### src/rtl/ltc2308_pkg.sv
`default_nettype none
// ============================================================================
// Module      : ltc2308_pkg
// Description : Shared types and constants for the LTC2308 responder model:
//               FSM state encoding, config word layout and channel decode.
// Revision    : 1.0 - initial release
// ============================================================================
package ltc2308_pkg;

  typedef enum logic [1:0] {
    ST_IDLE  = 2'd0,
    ST_CONV  = 2'd1,
    ST_READY = 2'd2,
    ST_SHIFT = 2'd3
  } state_t;

  // Config word {SD,OS,S1,S0,UNI,SLP}, shifted in MSB first
  localparam int CFG_W = 6;
  localparam logic [CFG_W-1:0] RESET_CFG = 6'b100010;  // CH0, single-ended, unipolar

  localparam int CFG_SD  = 5;
  localparam int CFG_OS  = 4;
  localparam int CFG_S1  = 3;
  localparam int CFG_S0  = 2;
  localparam int CFG_UNI = 1;
  localparam int CFG_SLP = 0;

  // Channel select is {S1,S0,OS}; the odd/sign bit is the channel LSB
  function automatic logic [2:0] cfg_to_channel(input logic [CFG_W-1:0] cfg);
    return {cfg[CFG_S1], cfg[CFG_S0], cfg[CFG_OS]};
  endfunction

endpackage
`default_nettype wire

### src/rtl/sync_edge_det.sv
`default_nettype none
// ============================================================================
// Module      : sync_edge_det
// Description : Multi-flop synchronizer for an asynchronous pin with
//               single-cycle rise/fall pulses on the synchronized copy.
// Revision    : 1.0 - initial release
// ============================================================================
module sync_edge_det #(
  parameter int SYNC_STAGES = 2
) (
  input  logic clk,
  input  logic reset,
  input  logic i_din,
  output logic o_level,
  output logic o_rise,
  output logic o_fall
);

  logic [SYNC_STAGES-1:0] r_sync;
  logic                   r_prev;

  // Synchronizer chain plus one history flop for edge detection
  always_ff @(posedge clk or posedge reset) begin
    if (reset) begin
      r_sync <= '0;
      r_prev <= 1'b0;
    end else begin
      r_sync <= {r_sync[SYNC_STAGES-2:0], i_din};
      r_prev <= r_sync[SYNC_STAGES-1];
    end
  end

  assign o_level = r_sync[SYNC_STAGES-1];
  assign o_rise  = r_sync[SYNC_STAGES-1] & ~r_prev;
  assign o_fall  = ~r_sync[SYNC_STAGES-1] & r_prev;

endmodule
`default_nettype wire

### src/rtl/ltc2308_adc_responder.sv
`default_nettype none
// ============================================================================
// Module      : ltc2308_adc_responder
// Description : Synthesizable LTC2308 SPI ADC slave model. Takes the config
//               word on SDI, models conversion time, returns a 12-bit sample
//               from one of 8 parallel channel inputs on SDO and flags
//               master protocol violations.
// Revision    : 1.0 - initial release
// ============================================================================
module ltc2308_adc_responder
  import ltc2308_pkg::*;
#(
  parameter int CONV_CYCLES = 80,
  parameter int SYNC_STAGES = 2,
  parameter int DATA_W      = 12
) (
  input  logic                clk,
  input  logic                reset,
  input  logic                convst,
  input  logic                sck,
  input  logic                sdi,
  output logic                sdo,
  input  logic [8*DATA_W-1:0] ch_value,
  output logic                busy,
  output logic [15:0]         conv_count,
  output logic [CFG_W-1:0]    active_cfg,
  output logic                proto_err
);

  localparam int                 c_tmr_w    = (CONV_CYCLES > 2) ? $clog2(CONV_CYCLES) : 1;
  localparam logic [c_tmr_w-1:0] c_tmr_load = c_tmr_w'(CONV_CYCLES - 1);
  localparam logic [c_tmr_w-1:0] c_tmr_one  = c_tmr_w'(1);
  localparam int                 c_bit_w    = $clog2(DATA_W + 1);
  localparam logic [c_bit_w-1:0] c_bit_last = c_bit_w'(DATA_W);
  localparam logic [c_bit_w-1:0] c_bit_one  = c_bit_w'(1);
  localparam logic [2:0]         c_cfg_full = 3'(CFG_W);
  localparam logic [2:0]         c_cfg_one  = 3'd1;

  // Synchronized pin views
  logic w_convst_level, w_convst_rise, w_convst_fall;
  logic w_sck_rise, w_sck_fall;
  logic w_sdi_level;

  sync_edge_det #(.SYNC_STAGES(SYNC_STAGES)) u_sync_convst (
    .clk(clk), .reset(reset), .i_din(convst),
    .o_level(w_convst_level), .o_rise(w_convst_rise), .o_fall(w_convst_fall)
  );

  sync_edge_det #(.SYNC_STAGES(SYNC_STAGES)) u_sync_sck (
    .clk(clk), .reset(reset), .i_din(sck),
    .o_level(), .o_rise(w_sck_rise), .o_fall(w_sck_fall)
  );

  sync_edge_det #(.SYNC_STAGES(SYNC_STAGES)) u_sync_sdi (
    .clk(clk), .reset(reset), .i_din(sdi),
    .o_level(w_sdi_level), .o_rise(), .o_fall()
  );

  // Registered state
  state_t             r_state;
  logic [c_tmr_w-1:0] r_timer;
  logic [DATA_W-1:0]  r_shreg;
  logic               r_sdo;
  logic               r_busy;
  logic [15:0]        r_conv_count;
  logic [CFG_W-1:0]   r_active_cfg;
  logic [CFG_W-1:0]   r_pending_cfg;
  logic [2:0]         r_cfg_cnt;
  logic [c_bit_w-1:0] r_bit_cnt;
  logic               r_proto_err;

  // Next-state values
  state_t             w_state_nxt;
  logic [c_tmr_w-1:0] w_timer_nxt;
  logic [DATA_W-1:0]  w_shreg_nxt;
  logic               w_sdo_nxt;
  logic               w_busy_nxt;
  logic [15:0]        w_conv_count_nxt;
  logic [CFG_W-1:0]   w_active_cfg_nxt;
  logic [CFG_W-1:0]   w_pending_cfg_nxt;
  logic [2:0]         w_cfg_cnt_nxt;
  logic [c_bit_w-1:0] w_bit_cnt_nxt;
  logic               w_proto_err_nxt;

  // Result mux: selected channel, optionally offset to two's complement
  logic [2:0]        w_ch;
  logic [DATA_W-1:0] w_raw;
  logic [DATA_W-1:0] w_result;

  assign w_ch     = cfg_to_channel(r_active_cfg);
  assign w_raw    = ch_value[int'(w_ch)*DATA_W +: DATA_W];
  assign w_result = r_active_cfg[CFG_UNI] ? w_raw
                                          : {~w_raw[DATA_W-1], w_raw[DATA_W-2:0]};

  // Next-state logic; a convst rise outside CONV overrides any same-cycle shift
  always_comb begin
    w_state_nxt       = r_state;
    w_timer_nxt       = r_timer;
    w_shreg_nxt       = r_shreg;
    w_sdo_nxt         = r_sdo;
    w_busy_nxt        = r_busy;
    w_conv_count_nxt  = r_conv_count;
    w_active_cfg_nxt  = r_active_cfg;
    w_pending_cfg_nxt = r_pending_cfg;
    w_cfg_cnt_nxt     = r_cfg_cnt;
    w_bit_cnt_nxt     = r_bit_cnt;
    w_proto_err_nxt   = r_proto_err;

    case (r_state)
      ST_CONV: begin
        if (w_convst_rise || w_sck_rise || w_sck_fall) begin
          w_proto_err_nxt = 1'b1;
        end
        if (r_timer == '0) begin
          w_shreg_nxt      = w_result;
          w_sdo_nxt        = w_result[DATA_W-1];
          w_busy_nxt       = 1'b0;
          w_conv_count_nxt = r_conv_count + 16'd1;
          w_state_nxt      = w_convst_level ? ST_READY : ST_SHIFT;
        end else begin
          w_timer_nxt = r_timer - c_tmr_one;
        end
      end
      ST_READY: begin
        if (!w_convst_level) begin
          w_state_nxt = ST_SHIFT;
          w_sdo_nxt   = r_shreg[DATA_W-1];
        end
      end
      ST_SHIFT: begin
        // Past the last data bit the register is all zeros, so sdo stays 0
        if (w_sck_fall && (r_bit_cnt < c_bit_last)) begin
          w_shreg_nxt   = {r_shreg[DATA_W-2:0], 1'b0};
          w_sdo_nxt     = r_shreg[DATA_W-2];
          w_bit_cnt_nxt = r_bit_cnt + c_bit_one;
        end
        if (w_sck_rise && (r_cfg_cnt < c_cfg_full)) begin
          w_pending_cfg_nxt = {r_pending_cfg[CFG_W-2:0], w_sdi_level};
          w_cfg_cnt_nxt     = r_cfg_cnt + c_cfg_one;
        end
      end
      default: ;
    endcase

    if (w_convst_rise && (r_state != ST_CONV)) begin
      w_state_nxt       = ST_CONV;
      w_busy_nxt        = 1'b1;
      w_timer_nxt       = c_tmr_load;
      w_shreg_nxt       = r_shreg;
      w_sdo_nxt         = r_sdo;
      w_pending_cfg_nxt = r_pending_cfg;
      if (r_cfg_cnt == c_cfg_full) begin
        w_active_cfg_nxt = r_pending_cfg;
      end
      w_cfg_cnt_nxt = '0;
      w_bit_cnt_nxt = '0;
    end
  end

  // State and datapath registers
  always_ff @(posedge clk or posedge reset) begin
    if (reset) begin
      r_state       <= ST_IDLE;
      r_timer       <= '0;
      r_shreg       <= '0;
      r_sdo         <= 1'b0;
      r_busy        <= 1'b0;
      r_conv_count  <= '0;
      r_active_cfg  <= RESET_CFG;
      r_pending_cfg <= RESET_CFG;
      r_cfg_cnt     <= '0;
      r_bit_cnt     <= '0;
      r_proto_err   <= 1'b0;
    end else begin
      r_state       <= w_state_nxt;
      r_timer       <= w_timer_nxt;
      r_shreg       <= w_shreg_nxt;
      r_sdo         <= w_sdo_nxt;
      r_busy        <= w_busy_nxt;
      r_conv_count  <= w_conv_count_nxt;
      r_active_cfg  <= w_active_cfg_nxt;
      r_pending_cfg <= w_pending_cfg_nxt;
      r_cfg_cnt     <= w_cfg_cnt_nxt;
      r_bit_cnt     <= w_bit_cnt_nxt;
      r_proto_err   <= w_proto_err_nxt;
    end
  end

  assign sdo        = r_sdo;
  assign busy       = r_busy;
  assign conv_count = r_conv_count;
  assign active_cfg = r_active_cfg;
  assign proto_err  = r_proto_err;

endmodule
`default_nettype wire

### config.mk
export PLATFORM = sky130hd
export DESIGN_NAME = ltc2308_adc_responder
export DESIGN_NICKNAME = d
export VERILOG_FILES = /design/src/rtl/ltc2308_pkg.sv /design/src/rtl/sync_edge_det.sv /design/src/rtl/ltc2308_adc_responder.sv
export SDC_FILE = /design/constraint.sdc
export NUM_CORES = 1
export LEC_CHECK = 0
export BUFFER_PORTS_ARGS = -buffer_cell sky130_fd_sc_hd__buf_4
export CAP_MARGIN = 15
export CORE_AREA = 2 2 93 95
export CTS_CLUSTER_DIAMETER = 30
export DETAILED_ROUTE_END_ITERATION = 12
export DIE_AREA = 0 0 95 97
export PLACE_DENSITY_LB_ADDON = 0.05
export SYNTH_ARGS = -nofsm -noshare
export SYNTH_HDL_FRONTEND = slang
export SYNTH_HIERARCHICAL = 1
export SYNTH_SLANG_ARGS = --single-unit
### constraint.sdc
create_clock -name clk -period 2.1 [get_ports clk]
set_input_delay 0.21 -clock clk [delete_from_list [all_inputs] [get_ports clk]]
set_output_delay 0.21 -clock clk [all_outputs]
set_load 0.005 [all_outputs]
==> impl_metrics.tcl <==
set metrics [dict create \
    port_buffers 125 \
    fin_skew_ns 0.0187 \
    final.fill_count 665 \
    fin_crit_ns 2.08 \
    h-tree-depth 3 \
    fp-row-count 33 \
    cts_buffer_depth 2 \
    core-area_um2 8130 \
    setup_viol 0 \
    clk_latency_ns 0.35 \
    antenna-diode-count 0 \
    endpoint_kind "flip-flop" \
    ff_latch_area_um2 1680 \
    drt_pass1_iterations 4 \
    wl_per_cell_um 15.9 \
    slowest_delay_ns 0.44 \
    cp_max_fo 5 \
    min_period_over_period_pct 99.0 \
    synth_area_per_cell_um2 11.6 \
    drtIter0Drc 75 \
    slew_violations 0 \
    worstPathRequired_ns 2.34 \
    die_h_um 97 \
    path_buf_inv 1 \
    synth_cells 315 \
    via_per_inst 5.29 \
    globalRouteOverflowTotal 0 \
    slew-limit-headroom_pct 75.6 \
    multi_input_area_um2 1900 \
    cp-start-kind "flip-flop" \
    setup_total_negative_slack_ns 0 \
    drive_gt1_share_pct 48.4 \
    critical_path_class "flip-flop to flip-flop" \
    nNetsFinal 569 \
    yosys_warnings 6 \
    grt_max_degree 35 \
    path_cells "inv_2, ha_1, or3b_4, or3_4, or4_4, xnor2_2" \
    vias 3028 \
    ant_nets 0 \
    crit_arrival_ns 2.32 \
    cp_slowest_cell "or3_4" \
    worstMarginPinSlew_ns 0.366 \
    final.setup.worst_slack_ns 0.0220 \
    critPathTopFamily "simple AND/OR/NAND/NOR gates" \
    dp_hpwl_um 7190 \
    clkTransAtPathRegs_ns 0.09 \
    max_freq_mhz 481 \
    status "finished clean" \
    track_usage_pct 20.7 \
    power.density_nw_per_um2 777 \
    dpl_cell_area_um2 4870 \
    power_w 0.00402 \
    place_congestion 0.767 \
    syn_area_um2 3670 \
    dieArea_um2 9220 \
    cts_tree "yes" \
    top_level_ports 126 \
    grt_pass1_vias 3170 \
    cts.sinks 67 \
    drc 0 \
    area_growth_pct 40.9 \
    routed_wl_um 9120 \
    hold_violations 0 \
    postCtsSetupBuffers 0 \
    layout.cells.non_filler 572 \
    grt_pass1_wl_um 15000 \
    cts_root_buffer "clkbuf_8" \
    rsz0062_at_grt "yes" \
    synth_nets 422 \
    dp_slack_ns -0.0908 \
    start_util_pct 45.1 \
    antenna_found_initial 0 \
    dp.cells 552 \
    power_leakage_nw 2.42 \
    fin_area_um2 5170 \
    peakVddDrop_mv 0.634 \
    hp-class "input pin to async pin" \
    drv_cap 0 \
    cts_made_buffers 9 \
    die-width_um 95 \
]
## per-stage QoR
| stage | hold WS, ns | util, % |
|---|---|---|
| 2_1_floorplan | -0.0488 | - |
| 3_3_place_gp | 0.0931 | 59.9 |
| 3_5_place_dp | 0.0962 | 59.9 |
| 4_1_cts | 0.282 | 63.3 |
| 5_1_grt | 0.308 | 63.5 |
| 6_report | 0.302 | 63.5 |
## cell usage in the layout, fill, tap and decap left out, types with 8 or more instances in the layout
cell        n
buf_4     145
dfrtp_1    63
mux4_2     23
nor2_1     23
nand2_1    23
mux2_2     20
o21ai_0    17
a21oi_1    16
xnor2_1    12
mux2i_1     9
clkbuf_8    9
inv_1       8
nand3_1     8
## power breakdown
| part | internal [W] | switching [W] | total [W] | leakage (nW) |
|---|---|---|---|---|
| Sequential | 0.00155 | 0.000189 | 0.00174 | 0.818 |
| Combinational | 0.000597 | 0.000480 | 0.00108 | 1.49 |
| Clock | 0.000678 | 0.000522 | 0.00120 | 0.111 |
| Total | 0.00283 | 0.00119 | 0.00402 | 2.42 |
## worst paths after layout
| check | slack [ns] | depth (start not counted) | start | endpoint |
|---|---|---|---|---|
| min reg2reg | 0.35 | 0 | u_sync_convst/r_sync[0] | u_sync_convst/r_sync[1] |
| max in group asynchronous | 1.25 | 4 | reset | r_bit_cnt[0] |
| max | 0.02 | 6 | r_timer[0] | conv_count[9] |
| min in group clk | 0.35 | 0 | u_sync_convst/r_sync[0] | u_sync_convst/r_sync[1] |
| min | 0.30 | 3 | reset | u_sync_sdi/r_sync[0] |
| max reg2reg | 0.02 | 6 | r_timer[0] | conv_count[9] |
## cell type report
| class | count | area share [%] |
|---|---|---|
| Clock inverter | 7 | 1.96 |
| Sequential cell | 67 | 32.5 |
| Timing Repair Buffer | 152 | 23.0 |
| Inverter | 11 | 0.799 |
| Tap cell | 105 | 2.54 |
| Multi-Input combinational cell | 221 | 36.8 |
| Clock buffer | 9 | 2.40 |
## worst reg2reg max path, stage by stage, from the launching register on
cell     delay (ns)
dfrtp_1        0.40
inv_2          0.06
ha_1           0.13
or3b_4         0.37
or3_4          0.44
or4_4          0.45
xnor2_2        0.14
## timing repair
item / in CTS / in global routing
gates resized for setup: 2 / 6
endpoints found under the setup margin: 8 / 20
endpoints found under the hold margin: 16 / 0
pin swaps: 0 / 2
hold buffers: 4 / 0
## flip-flops by register name (all words and copies together) (netlist names)
register,cells
conv_count,16
u_sync_sck/r_sync,2
u_sync_convst/r_sync,2
r_pending_cfg,6
busy,1
r_timer,7
u_sync_sck/r_prev,1
sdo,1
u_sync_sdi/r_sync,2
proto_err,1
r_shreg,12
active_cfg,6
r_state,2
r_bit_cnt,4
u_sync_convst/r_prev,1
r_cfg_cnt,3
## metal layers
metal | global-route usage [%] | part of all wire [%]
met5 | 0 | 0
met4 | 7.69 | 2.1
met3 | 3.74 | 4.7
met2 | 34.9 | 52
met1 | 26.3 | 41
(Power assumes the default switching activity.)
